File: config.mk
export PLATFORM = sky130hd
export DESIGN_NAME = mem_refill_arbiter
export DESIGN_NICKNAME = d
export VERILOG_FILES = /design/src/rtl/mem_arb_pkg.sv /design/src/rtl/line_word_counter.sv /design/src/rtl/mem_refill_arbiter.sv
export SDC_FILE = /design/constraint.sdc
export NUM_CORES = 1
export LEC_CHECK = 0
export ABC_AREA = 1
export CORE_MARGIN = 5
export CORE_UTILIZATION = 36
export CTS_BUF_LIST = sky130_fd_sc_hd__clkbuf_16
export DETAILED_ROUTE_END_ITERATION = 12
export PLACE_DENSITY = 0.95
export SLEW_MARGIN = 20
export SYNTH_ARGS = -nofsm -noshare
export SYNTH_HDL_FRONTEND = slang
export SYNTH_SLANG_ARGS = --single-unit
File: constraint.sdc
create_clock -name clk -period 3.82 [get_ports clk]
set_input_delay 0.764 -clock clk [delete_from_list [all_inputs] [get_ports clk]]
set_output_delay 0.764 -clock clk [all_outputs]
set_load 0.1 [all_outputs]
File: src/rtl/mem_arb_pkg.sv
// Shared encodings for the refill arbiter: FSM states, line owner, word byte offset.
package mem_arb_pkg;

  typedef enum logic [1:0] {
    ST_IDLE = 2'd0,
    ST_WB   = 2'd1,
    ST_FILL = 2'd2
  } arb_state_e;

  typedef enum logic {
    OWN_IC = 1'b0,
    OWN_DC = 1'b1
  } owner_e;

  localparam int WORD_OFF = 2;

endpackage

File: src/rtl/line_word_counter.sv
// Word index within a cache line: cleared at grant, advanced on each acked word.
module line_word_counter #(
  parameter int IDX_W = 2
) (
  input  logic             clk,
  input  logic             rst,
  input  logic             clr,
  input  logic             inc,
  output logic [IDX_W-1:0] idx,
  output logic             is_last
);

  logic [IDX_W-1:0] idx_q, idx_d;

  // Line length is a power of two, so the natural wrap returns idx to 0 at phase change.
  always_comb begin
    idx_d = idx_q;
    if (clr)      idx_d = '0;
    else if (inc) idx_d = idx_q + IDX_W'(1);
  end

  always_ff @(posedge clk) begin
    if (rst) idx_q <= '0;
    else     idx_q <= idx_d;
  end

  assign idx     = idx_q;
  assign is_last = &idx_q;

endmodule

File: src/rtl/mem_refill_arbiter.sv
// Shares one word-wide memory port between I-cache and D-cache misses:
// optional D-cache write-back of the victim line, then a line fill.
//
// state   | meaning
// --------+-----------------------------------------------------------
// ST_IDLE | no transaction; arbitrate pending requests at the edge
// ST_WB   | writing D-cache victim line, one word per mem_ack
// ST_FILL | reading the miss line for the owner, one word per mem_ack
module mem_refill_arbiter
  import mem_arb_pkg::*;
#(
  parameter  int ADDR_WIDTH = 32,
  parameter  int DATA_WIDTH = 32,
  parameter  int LINE_WORDS = 4,
  localparam int IDX_W      = $clog2(LINE_WORDS)
) (
  input  logic                  clk,
  input  logic                  rst,
  input  logic                  ic_req,
  input  logic [ADDR_WIDTH-1:0] ic_addr,
  output logic                  ic_fill_valid,
  output logic [IDX_W-1:0]      ic_fill_idx,
  output logic                  ic_done,
  input  logic                  dc_req,
  input  logic [ADDR_WIDTH-1:0] dc_addr,
  input  logic                  dc_dirty,
  input  logic [ADDR_WIDTH-1:0] dc_wb_addr,
  input  logic [DATA_WIDTH-1:0] dc_wb_data,
  output logic [IDX_W-1:0]      dc_wb_idx,
  output logic                  dc_fill_valid,
  output logic [IDX_W-1:0]      dc_fill_idx,
  output logic                  dc_done,
  output logic [DATA_WIDTH-1:0] fill_data,
  output logic                  busy,
  output logic                  mem_req,
  output logic                  mem_we,
  output logic [ADDR_WIDTH-1:0] mem_addr,
  output logic [DATA_WIDTH-1:0] mem_wdata,
  input  logic                  mem_ack,
  input  logic [DATA_WIDTH-1:0] mem_rdata
);

  localparam logic [ADDR_WIDTH-1:0] LINE_MASK =
    ~ADDR_WIDTH'((1 << (IDX_W + WORD_OFF)) - 1);

  arb_state_e            state_q, state_d;
  owner_e                owner_q, owner_d;
  owner_e                last_q, last_d;
  logic [ADDR_WIDTH-1:0] wb_base_q, wb_base_d;
  logic [ADDR_WIDTH-1:0] fill_base_q, fill_base_d;
  logic                  grant, pick_dc;
  logic [IDX_W-1:0]      idx;
  logic                  is_last;
  logic                  in_wb, in_fill, word_ack;

  assign in_wb    = (state_q == ST_WB);
  assign in_fill  = (state_q == ST_FILL);
  assign word_ack = mem_req & mem_ack;

  line_word_counter #(.IDX_W(IDX_W)) u_idx (
    .clk     (clk),
    .rst     (rst),
    .clr     (grant),
    .inc     (word_ack),
    .idx     (idx),
    .is_last (is_last)
  );

  always_comb begin
    state_d     = state_q;
    owner_d     = owner_q;
    last_d      = last_q;
    wb_base_d   = wb_base_q;
    fill_base_d = fill_base_q;
    grant       = 1'b0;
    pick_dc     = 1'b0;
    case (state_q)
      ST_IDLE: begin
        if (ic_req || dc_req) begin
          grant = 1'b1;
          // On a tie the side not served last wins.
          pick_dc = dc_req && (!ic_req || last_q == OWN_IC);
          if (pick_dc) begin
            owner_d     = OWN_DC;
            last_d      = OWN_DC;
            fill_base_d = dc_addr & LINE_MASK;
            wb_base_d   = dc_wb_addr & LINE_MASK;
            state_d     = dc_dirty ? ST_WB : ST_FILL;
          end else begin
            owner_d     = OWN_IC;
            last_d      = OWN_IC;
            fill_base_d = ic_addr & LINE_MASK;
            state_d     = ST_FILL;
          end
        end
      end
      ST_WB:   if (mem_ack && is_last) state_d = ST_FILL;
      ST_FILL: if (mem_ack && is_last) state_d = ST_IDLE;
      default: state_d = ST_IDLE;
    endcase
  end

  always_ff @(posedge clk) begin
    if (rst) begin
      state_q     <= ST_IDLE;
      owner_q     <= OWN_IC;
      last_q      <= OWN_IC;
      wb_base_q   <= '0;
      fill_base_q <= '0;
    end else begin
      state_q     <= state_d;
      owner_q     <= owner_d;
      last_q      <= last_d;
      wb_base_q   <= wb_base_d;
      fill_base_q <= fill_base_d;
    end
  end

  assign busy      = (state_q != ST_IDLE);
  assign mem_req   = in_wb | in_fill;
  assign mem_we    = in_wb;
  assign mem_addr  = mem_req ? ((in_wb ? wb_base_q : fill_base_q) +
                                (ADDR_WIDTH'(idx) << WORD_OFF)) : '0;
  assign mem_wdata = dc_wb_data;
  assign fill_data = mem_rdata;
  assign dc_wb_idx = in_wb ? idx : '0;

  assign ic_fill_valid = in_fill && (owner_q == OWN_IC) && mem_ack;
  assign dc_fill_valid = in_fill && (owner_q == OWN_DC) && mem_ack;
  assign ic_fill_idx   = (in_fill && owner_q == OWN_IC) ? idx : '0;
  assign dc_fill_idx   = (in_fill && owner_q == OWN_DC) ? idx : '0;
  assign ic_done       = ic_fill_valid & is_last;
  assign dc_done       = dc_fill_valid & is_last;

endmodule
==> results <==
- Row generation in the floorplan step produced 35 rows.
- Net switching is 43.4% of the power.
- The via count of the first global-routing pass is 3,234.
- The data arrival at the endpoint of the critical path is 2320 ps.
- For this run, the share of the core covered by cells in the final layout is 48.9%.
- The final critical path time including I/O delays and setup is 3090 ps.
- Setup violations remaining at the end of the flow were counted as 0.
- From synthesis to final layout, the design area changed by 32.9%.
- The area fraction of the dominant cell type after synthesis is 35.9%.
- The net load switching power is 0.00113 W.
- The number of remaining DRC errors is 0.
- Clock tree synthesis selected as its root buffer the cell clkbuf_16.
- The reg-to-reg critical path endpoint is wb_base_q[15]$_SDFFE_PP0P_.
- The wire-length estimate of the detail-placed layout is 7120 um.
- The first-pass GRT wire length is 15,400 um.
- The worst hold path passes through 2 cells.
- The synthesized netlist occupies a cell area of 3400 sq um.
- The core area is 9240 sq um.
- The internal power component is 0.00147 W.
- The pre-antenna-repair detailed-routing pass consisted of 4 iterations.
- In this run the most critical hold path is launched from fill_base_q[7]$_SDFFE_PP0P_.
- The final route contains 3,274 vias.
- The routed via count divided by cell count is 4.97.
- The nature of the critical path endpoint is a primary output.
- After synthesis, the mean cell area works out to 7.17 sq um.
- The path category of the worst min-delay check is reg2reg.
- The worst setup path is launched from a flip-flop.
- The final count of pins violating max slew is 0.
- Static timing analysis puts the maximum clock frequency at 324 MHz.
- For hold timing, the worst endpoint is fill_base_q[7]$_SDFFE_PP0P_.
- The routed design uses 4930 um of met2 wire.
- The height of the die is 107 um.
- The clock arrives with 6.81 ps of skew.
- The transition time of the tightest slew-check pin is 1000 ps.
- The floorplan step defined a die boundary enclosing 11,500 sq um.
- The met3 layer wire length in the routed design is 781 um.
- After synthesis, the cell types taking the most area are dfxtp_1 36%, buf_4 15%, o21ai_0 11%.
- The flow ran to the end, and the final reports show no timing, DRC or antenna violations.
- In this run, post-CTS hold repair placed 0 buffers.
- For this design, the sink count on the clock tree is 61.
- Clock-pin slew was measured on the worst setup and hold paths at 50 ps.
- The proportion of layout cells with a drive suffix above 1 is 18.1%.
- The leakage power figure is 1.77 nW.
- The fraction of power consumed by sequential logic is 30.8%.
- Of the total power, combinational logic draws 42.3%.
- The insertion delay to the later sink of the worst-skew pair is 320 ps.
- The total power consumption of the routed design is 0.00260 W.
- The most critical setup path has its startpoint at state_q[0]$_SDFFE_PP0P_.
- 275 I/O pins were placed.
- From left edge to right edge, the die measures 107 um.
- Across all register-to-register paths, the minimum setup slack is 1700 ps.
- After clock tree synthesis, the repair step resized 0 gates.
- The maximum ir drop on the vdd rail is 313 uV.
- Post-CTS timing repair inserted 0 buffers for setup.
- During synthesis, Yosys emitted a total of 0 warnings.
- Setup repair after global routing left no endpoint under its margin.
- The sum of overflow across all layers after global routing is 0.
- The total global-route track usage is 16.8%.
- The detailed router finished its first iteration with 158 violations.
- The clock network is responsible for 26.9% of the overall power.
- The power density over cell area is 575 nW/um^2.
- In the layout the commonest cells are 89 x clkdlybuf4s50_1, 73 x o21ai_0, 61 x dfxtp_1.
- The cell taking the most area after synthesis is dfxtp_1.
- In this run, CTS created clock tree buffers numbering 9.
- The number of failing hold endpoints at the final stage is 0.
- For this run, the post-layout net count is 695.
- Entering global routing, the biggest net connects 58 pins.
- The number of levels in the clock H-tree is 3.
- Synthesis inferred 61 register bits.
- In this run the tightest slew margin relative to its limit is 33.0%.
- The longest clock path from root to sink contains 2 buffers.
- The worst reg2reg path depth is 6.
- The topmost layer with routed signal wires is met4.
- The remaining number of nets flagged by the antenna check after routing is 0.
- The critical path class is reg2out.
- The number of antenna violations at the first check in global routing is 0.
- Adding up every negative setup slack in the final design gives 0 ps.
- The largest fanout on the critical path is 17.
- The initial core utilization is 36.8%.
- The part of the Yosys area used for sequential elements is 35.9%.
- Routability-driven placement finished with a final weighted congestion of 0.816.
- After detailed routing, the wire length on met1 is 3830 um.
- Port buffering added 132 buffers.
- Synthesis produced a netlist whose cell count is 474.
- Max-cap violations in this run came to 0.
- The final worst-path cycle share is 80.8%.
- The commonest non-fill, non-tap cell in the layout is clkdlybuf4s50_1.
- The CTS tree is done.
- The number of diodes is 0.
- The number of different library cells used by synthesis comes to 23.
- After detailed placement, the design holds a cell count of 643.
- The final wirelength is 9860 um.
- The final routed wire length divided by cell count is 15.0 um.
- The required time reported for the critical path endpoint is 3060 ps.
- After the flow finishes, the layout carries non-filler instances totaling 659.
- The startpoint of the worst register-to-register path is last_q$_SDFFE_PP0P_.
per-stage QoR:
step / instance area [sq um] / hold slack [ps] / setup WS, ps
2_1_floorplan: 3510 / 447 / 485
3_3_place_gp: 4260 / 458 / 909
3_5_place_dp: 4260 / 465 / 775
4_1_cts: 4520 / 473 / 668
5_1_grt: 4520 / 491 / 554
6_report: 4520 / 469 / 733
metal layers:
layer	global-route usage [%]	vias up
li1	-	1593
met1	18.9	1497
met2	28.6	146
met3	5.12	38
met4	8.04	0
met5	0	-
cell usage after synthesis (all sizes together):
cell type,instances
o21ai,114
clkbuf,15
inv,45
nand3,30
xor2,1
o22ai,1
a21oi,59
buf,82
nor2,39
ha,4
dfxtp,61
nand2,22
conb,1
how the worst max path moves through the flow:
stage	endpoint	slack (ps)	depth (start not counted)
after CTS	mem_addr[13]	670	6
after global routing	mem_addr[20]	550	6
after detailed placement	wb_base_q[15]$_SDFFE_PP0P_	770	7
after global placement	wb_base_q[20]$_SDFFE_PP0P_	910	7
final	mem_addr[20]	730	6
after floorplan	mem_addr[23]	490	5
final cells by class:
cell class / count / area (sq um)
Clock inverter: 7 / 35.0
Timing Repair Buffer: 136 / 1260
Inverter: 45 / 171
Fill cell: 898 / 4720
Sequential cell: 61 / 1220
Multi-Input combinational cell: 272 / 1450
Tap cell: 129 / 161
Clock buffer: 9 / 225
state kept, by name, indices dropped and copies added (netlist names):
register,count
u_idx.idx,2
wb_base_q,28
fill_base_q,28
state_q,2
last_q,1
power by group through the flow:
stage	clock [W]	combinational, W	sequential [W]
floorplan	0	0.00115	0.000798
global placement	0	0.00107	0.000806
finish	0.000700	0.00110	0.000801
detailed placement	0	0.00110	0.000813
global route	0.000751	0.00117	0.000813
CTS	0.000719	0.00110	0.000800
critical path: stages (launching register included):
cell and delay, ps:
dfxtp_1 370, inv_1 80, ha_1 630, buf_4 320, o21ai_0 140, a21oi_2 150
buf_4 310
cell families (layout without fill, tap and decap cells):
logic type | count (synthesis) | count (layout) | synth area share (%)
AOI/OAI and AO/OA | 174 | 174 | 26.0
xor gates and xnor gates | 1 | 1 | 0.258
adders and majority gates | 4 | 4 | 1.47
buffers and inverters | 142 | 197 | 24.7
DFF | 61 | 61 | 35.9
other | 1 | 2 | 0.110
and+or+nand+nor | 91 | 91 | 11.5
Note: power is estimated with default switching activity, not from simulation.
